$ cat src/rtl/pe_pkg.sv
// pe_pkg: shared types and constants for the PE result drain.
package pe_pkg;

   typedef enum logic [1:0] {
      IDLE  = 2'd0,
      FILL  = 2'd1,
      ACCUM = 2'd2,
      DRAIN = 2'd3
   } state_t;

   // PE input-to-output offset minus the sampling edge; loaded as the FILL count
   localparam int PIPE_LAT   = 2;
   localparam int DEFAULT_BW = 8;

endpackage

$ cat src/rtl/pe_snapshot_bank.sv
// pe_snapshot_bank: N_PE x W register bank, loaded all at once, read one word at a time.
module pe_snapshot_bank #(
   parameter int N_PE = 4,
   parameter int W    = 16,
   localparam int IDX_W = (N_PE > 1) ? $clog2(N_PE) : 1
)(
   input  logic              i_clock,
   input  logic              i_reset_n,
   input  logic              i_load,
   input  logic [N_PE*W-1:0] i_data,
   input  logic [IDX_W-1:0]  i_rd_idx,
   output logic [W-1:0]      o_rd_data
);

   logic [W-1:0] bank_r [N_PE];
   logic [W-1:0] rd_data_s;

   // Capture every PE word in the same cycle
   always_ff @(posedge i_clock or negedge i_reset_n) begin
      if (!i_reset_n) begin
         for (int k = 0; k < N_PE; k++) begin
            bank_r[k] <= '0;
         end
      end else if (i_load) begin
         for (int k = 0; k < N_PE; k++) begin
            bank_r[k] <= i_data[k*W +: W];
         end
      end
   end

   // Read mux; an out-of-range index reads zero
   always_comb begin
      rd_data_s = '0;
      for (int k = 0; k < N_PE; k++) begin
         rd_data_s = (i_rd_idx == IDX_W'(k)) ? bank_r[k] : rd_data_s;
      end
   end

   assign o_rd_data = rd_data_s;

endmodule

$ cat src/rtl/pe_result_drain.sv
// pe_result_drain: snapshots a PE row before and after each tile and streams per-PE deltas.
// Optional macro PE_DRAIN_START_ERR_EN adds the sticky o_start_err port.
module pe_result_drain
   import pe_pkg::*;
#(
   parameter int BW    = DEFAULT_BW,
   parameter int N_PE  = 4,
   parameter int LEN_W = 8,
   localparam int RW    = 2*BW,
   localparam int IDX_W = (N_PE > 1) ? $clog2(N_PE) : 1
)(
   input  logic               i_clock,
   input  logic               i_reset_n,
   input  logic [N_PE*RW-1:0] i_pe_results,
   input  logic               i_start,
   input  logic [LEN_W-1:0]   i_len,
   output logic               o_busy,
   output logic               o_valid,
   input  logic               i_ready,
   output logic [RW-1:0]      o_data,
   output logic [IDX_W-1:0]   o_index,
`ifdef PE_DRAIN_START_ERR_EN
   output logic               o_start_err,
`endif
   output logic               o_last
);

   localparam int CNT_W = (LEN_W > 2) ? LEN_W : 2;

   state_t           state_r;
   state_t           state_nxt_s;
   logic [CNT_W-1:0] cnt_r;
   logic [LEN_W-1:0] len_r;
   logic [IDX_W-1:0] idx_r;
   logic             cnt_expire_s;
   logic             busy_s;
   logic             valid_s;
   logic             last_s;
   logic             xfer_s;
   logic             base_load_s;
   logic             final_load_s;
   logic [RW-1:0]    base_word_s;
   logic [RW-1:0]    final_word_s;

   assign cnt_expire_s = (cnt_r <= CNT_W'(1));
   assign xfer_s       = valid_s && i_ready;

   // State register
   always_ff @(posedge i_clock or negedge i_reset_n) begin
      if (!i_reset_n) begin
         state_r <= IDLE;
      end else begin
         state_r <= state_nxt_s;
      end
   end

   // Next-state logic; i_start only matters in IDLE
   always_comb begin
      state_nxt_s = state_r;
      case (state_r)
         IDLE: begin
            if (i_start) state_nxt_s = FILL;
            else         state_nxt_s = IDLE;
         end
         FILL: begin
            if (cnt_expire_s) state_nxt_s = (len_r == '0) ? DRAIN : ACCUM;
            else              state_nxt_s = FILL;
         end
         ACCUM: begin
            if (cnt_expire_s) state_nxt_s = DRAIN;
            else              state_nxt_s = ACCUM;
         end
         DRAIN: begin
            if (xfer_s && last_s) state_nxt_s = IDLE;
            else                  state_nxt_s = DRAIN;
         end
         default: state_nxt_s = IDLE;
      endcase
   end

   // Output and load-enable decode; a zero-length tile loads both banks together
   always_comb begin
      busy_s       = (state_r != IDLE);
      valid_s      = (state_r == DRAIN);
      last_s       = valid_s && (idx_r == IDX_W'(N_PE - 1));
      base_load_s  = (state_r == FILL) && cnt_expire_s;
      final_load_s = ((state_r == FILL) || (state_r == ACCUM)) && cnt_expire_s;
   end

   // Tile length latch, wait counter and drain index
   always_ff @(posedge i_clock or negedge i_reset_n) begin
      if (!i_reset_n) begin
         len_r <= '0;
         cnt_r <= '0;
         idx_r <= '0;
      end else begin
         case (state_r)
            IDLE: begin
               if (i_start) begin
                  len_r <= i_len;
                  cnt_r <= CNT_W'(PIPE_LAT);
               end
            end
            FILL, ACCUM: begin
               if (cnt_expire_s) cnt_r <= CNT_W'(len_r);
               else              cnt_r <= cnt_r - CNT_W'(1);
            end
            DRAIN: begin
               if (xfer_s) idx_r <= last_s ? '0 : idx_r + IDX_W'(1);
            end
            default: begin
               cnt_r <= '0;
               idx_r <= '0;
            end
         endcase
      end
   end

   pe_snapshot_bank #(.N_PE(N_PE), .W(RW)) u_base_bank (
      .i_clock   (i_clock),
      .i_reset_n (i_reset_n),
      .i_load    (base_load_s),
      .i_data    (i_pe_results),
      .i_rd_idx  (idx_r),
      .o_rd_data (base_word_s)
   );

   pe_snapshot_bank #(.N_PE(N_PE), .W(RW)) u_final_bank (
      .i_clock   (i_clock),
      .i_reset_n (i_reset_n),
      .i_load    (final_load_s),
      .i_data    (i_pe_results),
      .i_rd_idx  (idx_r),
      .o_rd_data (final_word_s)
   );

`ifdef PE_DRAIN_START_ERR_EN
   logic start_err_r;

   // Sticky record of a start pulse that arrived while busy
   always_ff @(posedge i_clock or negedge i_reset_n) begin
      if (!i_reset_n) begin
         start_err_r <= 1'b0;
      end else if (i_start && busy_s) begin
         start_err_r <= 1'b1;
      end
   end

   assign o_start_err = start_err_r;
`endif

   // Modular difference handles accumulator wrap inside a tile
   assign o_data  = final_word_s - base_word_s;
   assign o_busy  = busy_s;
   assign o_valid = valid_s;
   assign o_index = idx_r;
   assign o_last  = last_s;

endmodule
$ cat config.mk
export PLATFORM = sky130hd
export DESIGN_NAME = pe_result_drain
export DESIGN_NICKNAME = d
export VERILOG_FILES = /design/src/rtl/pe_pkg.sv /design/src/rtl/pe_snapshot_bank.sv /design/src/rtl/pe_result_drain.sv
export SDC_FILE = /design/constraint.sdc
export NUM_CORES = 1
export LEC_CHECK = 0
export BUFFER_PORTS_ARGS = -buffer_cell sky130_fd_sc_hd__buf_2
export CAP_MARGIN = 10
export CELL_PAD_IN_SITES_DETAIL_PLACEMENT = 0
export CELL_PAD_IN_SITES_GLOBAL_PLACEMENT = 2
export CORE_MARGIN = 4
export CORE_UTILIZATION = 39
export DETAILED_ROUTE_END_ITERATION = 8
export PLACE_DENSITY_LB_ADDON = 0.1
export SYNTH_ARGS = -nofsm -noshare
export SYNTH_HDL_FRONTEND = slang
export SYNTH_SLANG_ARGS = --single-unit
$ cat constraint.sdc
create_clock -name i_clock -period 4.1 [get_ports i_clock]
set_input_delay 0.205 -clock i_clock [delete_from_list [all_inputs] [get_ports i_clock]]
set_output_delay 0.205 -clock i_clock [all_outputs]
set_load 0.03 [all_outputs]
==> impl_results.md <==
* Status: finished, final reports clean
* Clock tree skew after final layout at 0.0127 ns
* Critical path data required time at 3.89 ns
* Row Count at 51
* Summed instance area of the synthesized netlist at 0.00788 mm2
* Wire length per cell after detailed routing at 18.2 um
* Total Wirelength at 19,900 um
* Register-to-Register Path Depth at 8
* Share of synthesized flip-flops with an asynchronous set or reset at 100%
* Unique cell type count in the Yosys netlist at 51
* Max Fclk at 255 MHz
* Arrival time of data at the critical path endpoint at 3.71 ns
* Count of port buffers added during placement at 96
* Count of final max-slew check failures at 0
* Clock Pin Slew Worst Setup and Hold Paths at 0.06 ns
* Worst setup timing slack at the placement stage at 0.330 ns
* Vias in the first global route at 5,582
* Overflow left after global routing at 0
* Synth Flop Type: dfrtp_1
* Count of routing violations after the opening detailed-route iteration at 245
* Clock latency on the worst-skew pair at 0.42 ns
* Net Count, Synth at 810
* Syn_area_per_cell at 11.1 um2
* Capturing element type of the critical path: primary output
* Number of vias after detailed routing at 5,520
* Antenna violations before repair at 0
* Deepest level of the CTS H-tree at 4
* Global Route Usage Sum at 17.6%
* Area share of the leading cell type in the synthesized netlist at 47.0%
* Clk sinks at 148
* Number of cells in the design after placement at 1,042
* Sequential share of the synthesized area at 47.0%
* Count of flip-flops with a built-in enable after synthesis at 0
* Width of the die at 150 um
* Root Buffer: clkbuf_16
* IO Count at 97
* Area of the die at 0.0225 mm2
* Worst Hold Class: in2reg
* Crit path from: o_index[1]
* Worst-Margin Slew at 0.941 ns
* Cell count after synthesis at 708
* Antenna Diode Count at 0
* Area leader, netlist: dfrtp_1
* Weighted congestion at the end of routability-driven global placement at 0.786
* CTS tree: done
* Warnings from Yosys at 0
* Filler-free cell count of the finished design at 1,089
* Number of buffers created by CTS at 17
* End-of-flow core utilization at 48.4%
* Final critical path time including I/O delays and setup at 3.91 ns
* Core area at 0.0197 mm2
* Fraction of layout cells with a size suffix above 1 at 36.4%
* Worst Path Max Fanout at 15
* Register-to-register setup slack at 1.23 ns
* Post-route ant nets at 0
* Endpoint of the worst register-to-register path: u_base_bank.bank_r[10]
* Main area contributors after synthesis: dfrtp_1, mux2_2, mux2_4
* Clock tree buffer depth at 2
* Number of vias per cell after detailed routing at 5.07
* Detailed placement HPWL at 13,900 um
* First-pass iteration count of the detailed router at 5
* Worst setup path end: o_data[13]
* Floorplan die height at 150 um
* Max_cap viols at 0
* Setup slack after layout at 0.185 ns
* Final setup fails at 0
* Share of the clock period used by the worst path after layout at 95.5%
* Synth-to-Final Area Change at 20.7%
* Slew margin rel. at 37.3%
* Net count, final at 913
* Launch instance of the worst register-to-register path: cnt_r[0]
* Global-route wire length before repair at 30,600 um
* Maximum number of pins on one net before global-route repair at 79
* Yosys reg bits at 148
* Initial core utilization at 40.1%
* Post-route DRC violation count at 0
* Classification of the worst setup path: reg2out
* Startpoint class of the critical path: register
* Final number of hold-violating endpoints at 0
worst max-delay path: stages (launching register included):
cell       delay [ns]
dfrtp_2          0.45
inv_1            0.15
ha_4             0.21
clkbuf_16        0.19
nand2_1          0.06
nor2_1           0.08
a21oi_1          0.07
o21ai_1          0.23
mux2i_1          0.12
ha_1             0.35
o21a_1           0.20
o211ai_1         0.27
a31oi_4          0.08
buf_4            0.15
a221o_1          0.32
a31oi_1          0.15
clkbuf_4         0.21
cell type report:
class / count / area [um2]
clock buffers: 20 / 447
clock inverters: 12 / 154
fillers: 1848 / 10100
inverters: 16 / 60.1
multi-input cells: 506 / 4030
flip-flops and latches: 148 / 3710
well taps: 265 / 332
repair buffers: 122 / 782
metal layers:
| layer | track usage (%) | share of wire (%) | vias to the layer above |
|---|---|---|---|
| met1 | 27.3 | 52 | 2662 |
| met5 | 0 | 0 | - |
| met3 | 4.00 | 5.1 | 19 |
| met2 | 24.1 | 41 | 118 |
| li1 | - | - | 2721 |
| met4 | 5.44 | 1.3 | 0 |
synth_stat cells, types with 2 or more instances:
cell type  number
dfrtp_1       148
mux2_2         84
nand2_1        72
a21oi_1        65
nor2_1         57
mux2_4         49
o21ai_0        46
ha_1           25
clkbuf_1       22
inv_1          16
mux2i_1        16
a21o_1          9
nor3_1          8
xor2_1          8
buf_2           7
xnor2_1         7
buf_6           6
mux2_1          5
o211ai_1        4
a211oi_1        3
a31oi_1         3
buf_1           3
nand2b_1        3
nand3b_1        3
nor3b_1         3
nor4_1          3
o21a_1          3
a21boi_0        2
a221o_1         2
a22o_1          2
nor2b_1         2
o31ai_1         2
or3_1           2
repair_timing:
action | CTS | global route
endpoints found under the setup margin | 5 | 8
hold buffers | 6 | 0
cloned | 0 | 2
buffers inserted | 0 | 7
pin swaps | 0 | 7
endpoints found under the hold margin | 81 | 0
gates resized for setup | 4 | 26
layout by cell type, fill, tap and decap left out, types with 6 or more instances in the layout:
cell type      count
nor3_1             8
dfrtp_1          146
a21o_1             9
mux2_4            49
inv_1             15
ha_1              19
clkbuf_16         19
o21ai_1            7
nand2_1           71
o21ai_0           38
buf_4             14
buf_2             93
a21oi_1           60
dlygate4sd3_1      6
mux2i_1           16
mux2_2            84
nor2_1            57
xnor2_1            7
xor2_1             8
metrics by stage:
stage	TNS [ns]	cell area, um2	hold WS, ns
finish	0	9510	0.0149
global route	-0.00937	9510	0.00522
CTS	0	9320	0.00151
detailed placement	0	8630	0.295
global placement	0	8630	0.284
floorplan	0	7880	-0.0906
logic make-up (layout without fill, tap and decap cells):
kind of cell / after synthesis / in the layout / synth area share [%]
and+or+nand+nor: 162 / 162 / 8.91
muxes: 154 / 154 / 24.1
xor gates and xnor gates: 15 / 15 / 1.67
adders and majority gates: 26 / 26 / 4.22
DFF: 148 / 148 / 47.0
buffers and inverters: 54 / 170 / 3.26
AOI/OAI and AO/OA: 149 / 149 / 10.8
worst min-delay path by stage:
stage | slack, ns | cells after the start | start | end
after floorplan | -0.09 | 0 | i_reset_n | cnt_r[0]
after global placement | 0.28 | 1 | i_reset_n | u_final_bank.bank_r[59]
after detailed placement | 0.30 | 1 | i_reset_n | u_base_bank.bank_r[59]
after CTS | 0.002 | 2 | i_len[0] | len_r[0]
after global routing | 0.005 | 2 | i_pe_results[6] | u_final_bank.bank_r[54]
final | 0.01 | 2 | i_len[0] | len_r[0]
registers in the layout (all words and copies together), names as in the netlist:
register	flops
u_base_bank.bank_r	64
o_index	2
len_r	8
cnt_r	8
u_final_bank.bank_r	64
state_r	2
Power is left out: the tool's default activity adds up to more than one toggle a clock period on the data nets, which glitch-free logic cannot reach.
